[config.mk]
export PLATFORM = sky130hd
export DESIGN_NAME = approx_mult_pipe_nxn
export DESIGN_NICKNAME = d
export VERILOG_FILES = /design/src/rtl/approx_mult_pipe_nxn.sv
export SDC_FILE = /design/constraint.sdc
export NUM_CORES = 1
export LEC_CHECK = 0
export CAP_MARGIN = 10
export CORE_ASPECT_RATIO = 1.2
export CORE_MARGIN = 1
export CORE_UTILIZATION = 40
export CTS_CLUSTER_SIZE = 14
export DETAILED_ROUTE_END_ITERATION = 12
export DONT_BUFFER_PORTS = 1
export MAX_ROUTING_LAYER = met4
export PLACE_DENSITY_LB_ADDON = 0.15
export SETUP_SLACK_MARGIN = 0.15
export SLEW_MARGIN = 15
export SYNTH_ARGS = -nofsm -noshare
export SYNTH_HDL_FRONTEND = slang
export SYNTH_SLANG_ARGS = --single-unit
[constraint.sdc]
create_clock -name clk -period 4.8 [get_ports clk]
set_clock_uncertainty 0.1 [all_clocks]
set_input_delay 1.2 -clock clk [delete_from_list [all_inputs] [get_ports clk]]
set_output_delay 1.2 -clock clk [all_outputs]
set_load 0.02 [all_outputs]
[src/rtl/approx_mult_pipe_nxn.sv]
// approx_mult_pipe_nxn
// Pipelined unsigned N x N multiplier with a run-time selectable approximation
// of the low partial-product columns. Columns of weight below L are compressed
// carry-free (OR of the column), and columns of weight L and above are summed
// exactly. The pipeline has two elastic stages with valid/ready flow control.
// A saturating counter tracks how many consumed results were inexact.
//
// Ports
//   clk, rst            clock; synchronous active-high reset
//   in_valid/in_ready   operand handshake (in_ready depends combinationally on out_ready)
//   x, y                unsigned operands, N bits each
//   approx_en           1 = approximate, 0 = exact; captured with the operands
//   out_valid/out_ready result handshake
//   z                   2N-bit product
//   z_inexact           1 when z differs from the exact x*y
//   err_cnt             saturating count of consumed results with z_inexact=1
//   err_clr             synchronous clear of err_cnt; wins over an increment
module approx_mult_pipe_nxn #(
  parameter int N     = 8,
  parameter int L     = 6,
  parameter int CNT_W = 16
) (
  input  logic               clk,
  input  logic               rst,
  input  logic               in_valid,
  output logic               in_ready,
  input  logic [N-1:0]       x,
  input  logic [N-1:0]       y,
  input  logic               approx_en,
  output logic               out_valid,
  input  logic               out_ready,
  output logic [2*N-1:0]     z,
  output logic               z_inexact,
  output logic [CNT_W-1:0]   err_cnt,
  input  logic               err_clr
);

  localparam int W = 2 * N;
  // Columns 0..L-1 are selected by LO_MASK; L >= W selects every column.
  localparam logic [W-1:0] LO_MASK = (L >= W) ? '1 : ((W'(1) << L) - W'(1));
  localparam logic [W-1:0] HI_MASK = ~LO_MASK;

  // Operand-side reduction. Each row i is y gated by x[i], shifted to weight i.
  // The high part of every row joins an exact sum; the low part is ORed, which
  // gives exactly the column-wise OR of the partial products.
  logic [W-1:0] w_row;
  logic [W-1:0] w_hi;
  logic [W-1:0] w_lo;

  always_comb begin
    w_row = '0;
    w_hi  = '0;
    w_lo  = '0;
    for (int unsigned i = 0; i < N; i++) begin
      w_row = {{N{1'b0}}, (y & {N{x[i]}})} << i;
      w_hi  = w_hi + (w_row & HI_MASK);
      w_lo  = w_lo | (w_row & LO_MASK);
    end
  end

  // Stage 1
  logic               r_s1_valid;
  logic               r_s1_en;
  logic [N-1:0]       r_s1_x;
  logic [N-1:0]       r_s1_y;
  logic [W-1:0]       r_s1_hi;
  logic [W-1:0]       r_s1_lo;

  // Stage 2
  logic               r_s2_valid;
  logic [W-1:0]       r_s2_z;
  logic               r_s2_inexact;

  logic [CNT_W-1:0]   r_err_cnt;

  logic               w_s2_free;
  logic               w_s1_adv;
  logic               w_in_fire;
  logic               w_out_fire;

  assign w_s2_free  = !r_s2_valid || out_ready;
  assign w_s1_adv   = r_s1_valid && w_s2_free;
  assign in_ready   = !r_s1_valid || w_s1_adv;
  assign w_in_fire  = in_valid && in_ready;
  assign w_out_fire = r_s2_valid && out_ready;

  always_ff @(posedge clk) begin
    if (rst) begin
      r_s1_valid <= 1'b0;
    end else if (w_in_fire) begin
      r_s1_valid <= 1'b1;
    end else if (w_s1_adv) begin
      r_s1_valid <= 1'b0;
    end
  end

  // Stage-1 datapath carries no reset; it is qualified by r_s1_valid.
  always_ff @(posedge clk) begin
    if (w_in_fire) begin
      r_s1_x  <= x;
      r_s1_y  <= y;
      r_s1_en <= approx_en;
      r_s1_hi <= w_hi;
      r_s1_lo <= w_lo;
    end
  end

  // Stage-2 combine: approximate value is hi + lo (lo holds no carries, so the
  // sum stays at or below the exact product and never overflows W bits).
  logic [W-1:0] w_exact;
  logic [W-1:0] w_approx;
  logic [W-1:0] w_z;

  assign w_exact  = {{N{1'b0}}, r_s1_x} * {{N{1'b0}}, r_s1_y};
  assign w_approx = r_s1_hi + r_s1_lo;
  assign w_z      = r_s1_en ? w_approx : w_exact;

  always_ff @(posedge clk) begin
    if (rst) begin
      r_s2_valid   <= 1'b0;
      r_s2_z       <= '0;
      r_s2_inexact <= 1'b0;
    end else if (w_s1_adv) begin
      r_s2_valid   <= 1'b1;
      r_s2_z       <= w_z;
      r_s2_inexact <= (w_z != w_exact);
    end else if (w_out_fire) begin
      r_s2_valid   <= 1'b0;
    end
  end

  always_ff @(posedge clk) begin
    if (rst || err_clr) begin
      r_err_cnt <= '0;
    end else if (w_out_fire && r_s2_inexact && (r_err_cnt != '1)) begin
      r_err_cnt <= r_err_cnt + CNT_W'(1);
    end
  end

  assign out_valid = r_s2_valid;
  assign z         = r_s2_z;
  assign z_inexact = r_s2_inexact;
  assign err_cnt   = r_err_cnt;

endmodule

==> reports/metrics.yaml <==
post-route-period-util_pct: 101
drtIter0Drc: 145
grt_setup_unrepaired: "yes"
critPathMaxStageDelay_ps: 560
leakagePower_nw: 3.33
syn_avg_cell_area_sq_um: 9.41
gp_congestion: 0.835
fillCellCount: 1446
cts_max_level: 3
start_util_pct: 41.5
crit_chain: "nand2_1 > fa_1 > fa_1 > fa_1 > fa_1 > inv_2 > ha_4 > a21o_1 > a221oi_4 > o21ai_2 > xor2_1 > xor2_1 > or4b_1 > nor4_2 > a21oi_1"
synth-seq-cells: 68
synth_area_sq_um: 6280
ys_top_cells_by_area: "fa_1 (20%), edfxtp_1 (16%), ha_1 (12%), dfxtp_1 (11%), and2_1 (5.7%)"
cp.depth: 15
yosysMostFrequentCell: "inv_1"
hold_buffers: 0
worstPathArrival_ps: 4960
clkLatencyLatePin_ps: 340
grt_overflow_total: 0
fin_cells: 932
vias_per_cell: 5.15
p_total_mw: 3.62
grt_pass1_wl_mm: 25.3
setup_ws_ps: -39.8
worstMarginPinSlew_ps: 919
netSwitchingPower_mw: 1.41
grt_max_degree: 34
power.density_nw_per_um2: 482
fp.coreArea_sq_um: 15100
die_w_microns: 116
worstSetupEndpoint: "z_inexact"
cp_max_fo: 5
hold_path_class: "flop to flop"
reg2reg_slack_ps: -40
fmaxAchievable_ghz: 0.207
grt_pass1_vias: 5265
synthTopCellsByCount: "inv_1 (86), nand2_1 (81), fa_1 (62)"
clkSlewWorstSetupHoldPaths_ps: 60
cts_buffers: 9
drc: 0
synth_ff_type: "dfxtp_1"
yosysWarnings: 0
n_antenna_cell: 0
period_needed_ps: 4840
pwr-share-clk_pct: 18.7
cts_buffer_depth: 2
die_y_microns: 139
violations: "setup timing"
worstPathRequired_ps: 4930
swShare_pct: 38.9
cts.sinks: 68
firstDrtPassIters: 6
ios: 57
finalHoldViolations: 0
synth_edf_count: 33
rr_endpoint: "z_inexact"
rows: 49
peakVddDrop_uv: 252
p_int_mw: 2.22
cp-start-kind: "flop"
wl_mm: 15.1
die-area_sq_um: 16200
drv_slew: 0
netlist_instances: 667
drv_cap: 0
status: "complete, but fails checks"
worst_path_most_repeated_cell: "fa_1"
dp_cells: 901
synth_top_area_cell: "fa_1"
cp-startpoint: "r_s1_x[5]"
cts_tree: "built"
antenna_found_initial: 0
synth-seq-area-share_pct: 26.9
synthToLayoutAreaGrowth_pct: 19.6
portBuffers: 0
via_count: 4800
cts_root_buf: "clkbuf_16"
cp-end-kind: "flop"
seqPwrFrac_pct: 22.1
combPwrFrac_pct: 59.2
finalSetupViolCount: 1
drive_gt1_share_pct: 19.1
dp_hpwl_mm: 12.3
grt_use_total_pct: 21.0
ys_types: 56
r2r-start: "r_s1_x[5]"
path_class: "flop to flop"
synth-async-reset-ratio_pct: 0
reg2reg_depth: 15
routedWlPerCell_microns: 16.2
critical_path.top_delay_family: "adder cells"
postRouteAntennaNets: 0
slew_headroom_pct: 38.7
final_nets: 866
synthesis.nets: 810
yosysTopAreaCellShare_pct: 19.8
holdWs_ps: 466
path_buf_inv: 1
slowest_stage: "fa_1"
## power by group through the flow
stage	Sequential (mW)	Combinational (mW)	Clock, mW
CTS	0.798	2.02	0.696
global route	0.807	2.40	0.719
detailed placement	0.811	1.83	0
finish	0.800	2.15	0.677
global placement	0.810	1.81	0
floorplan	0.778	1.27	0
## registers in the layout, summed over array words and instances (netlist names)
name / flops
r_s1_lo: 6
z_inexact: 1
err_cnt: 16
r_s1_en: 1
r_s1_hi: 10
r_s1_y: 8
z: 16
r_s1_x: 8
r_s1_valid: 1
out_valid: 1
## cell families after synthesis
kind of cell	Yosys count	synth area share [%]
compound gates	93	9.59
mux	8	1.28
buf+inv	105	6.56
fa+ha+maj	121	31.5
simple gates	231	18.2
flops	68	26.9
xor+xnor	41	5.94
## layout make-up
cell class / instances / area (sq um) / area share [%]
Clock buffer: 9 / 225 / 3.00
Sequential cell: 68 / 1690 / 22.5
Timing Repair Buffer: 64 / 492 / 6.55
Tap cell: 204 / 255 / 3.40
Inverter: 86 / 323 / 4.30
Clock inverter: 7 / 81.3 / 1.08
Multi-Input combinational cell: 494 / 4440 / 59.2
## cells in the final DEF, fill, tap and decap left out, types with 4 or more instances in the layout
master | Yosys | final
a21o_1 | 5 | 5
a21oi_2 | 0 | 11
a211oi_1 | 8 | 7
ha_4 | 0 | 6
and2_1 | 57 | 53
and2_4 | 0 | 4
mux2i_1 | 8 | 8
dfxtp_1 | 35 | 35
edfxtp_1 | 33 | 33
a21oi_1 | 32 | 21
inv_6 | 0 | 4
clkbuf_16 | 0 | 9
nor3_1 | 9 | 9
o21ai_0 | 17 | 13
nand3_1 | 13 | 10
fa_1 | 62 | 58
and3_1 | 6 | 5
o21ai_1 | 1 | 4
xor2_1 | 14 | 13
nand2_2 | 0 | 7
buf_4 | 2 | 61
inv_1 | 86 | 80
a22oi_1 | 6 | 6
nand2_1 | 81 | 73
fa_2 | 0 | 4
nor2_1 | 37 | 37
inv_2 | 0 | 6
xnor2_1 | 26 | 22
ha_1 | 59 | 52
or3_1 | 8 | 8
nand4_1 | 4 | 4
## metrics by stage
step           TNS (ps)  setup slack, ps  area, sq um  util, %
4_1_cts           -79.4            -79.4         7380     48.7
2_1_floorplan     -79.4            -62.6         6380        -
5_1_grt            -537             -325         7510     49.6
3_3_place_gp       -385             -210         6860     45.3
6_report          -39.8            -39.8         7510     49.6
3_5_place_dp       -668             -322         6860     45.3
## worst reg2reg max path, cell delays in order, from the launching register on
cell      delay [ps]
edfxtp_1         490
nand2_1          120
fa_1             560
fa_1             430
fa_1             460
fa_1             510
inv_2             40
ha_4             230
a21o_1           210
a221oi_4         330
o21ai_2          130
xor2_1           190
xor2_1           150
or4b_1           540
nor4_2           150
a21oi_1           90
## repair_timing
| item | CTS | global route |
|---|---|---|
| resized for setup | 28 | 26 |
| pin swaps | 26 | 14 |
| endpoints found under the setup margin | 6 | 9 |
| buffers inserted | 11 | 4 |
| hold endpoints to repair | 0 | 0 |
## layer usage
layer  GRT usage (%)  vias up  wire length, microns
li1                -     2334                     -
met1            21.5     2345                  5790
met2            38.9       96                  8360
met3            4.09       25                   522
met4            7.35        0                   401
met5               -        -                     0
## worst min path at each step
stage                     startpoint   endpoint  slack, ps  cells after the start
final                           z[5]       z[5]        470                      2
after global placement    r_s1_valid  out_valid        430                      2
after CTS                 r_s1_valid  out_valid        460                      2
after global routing           z[15]      z[15]        480                      2
after floorplan           r_s1_valid  out_valid        410                      2
after detailed placement  r_s1_valid  out_valid        450                      2
Power figures use the tool's default switching activity.
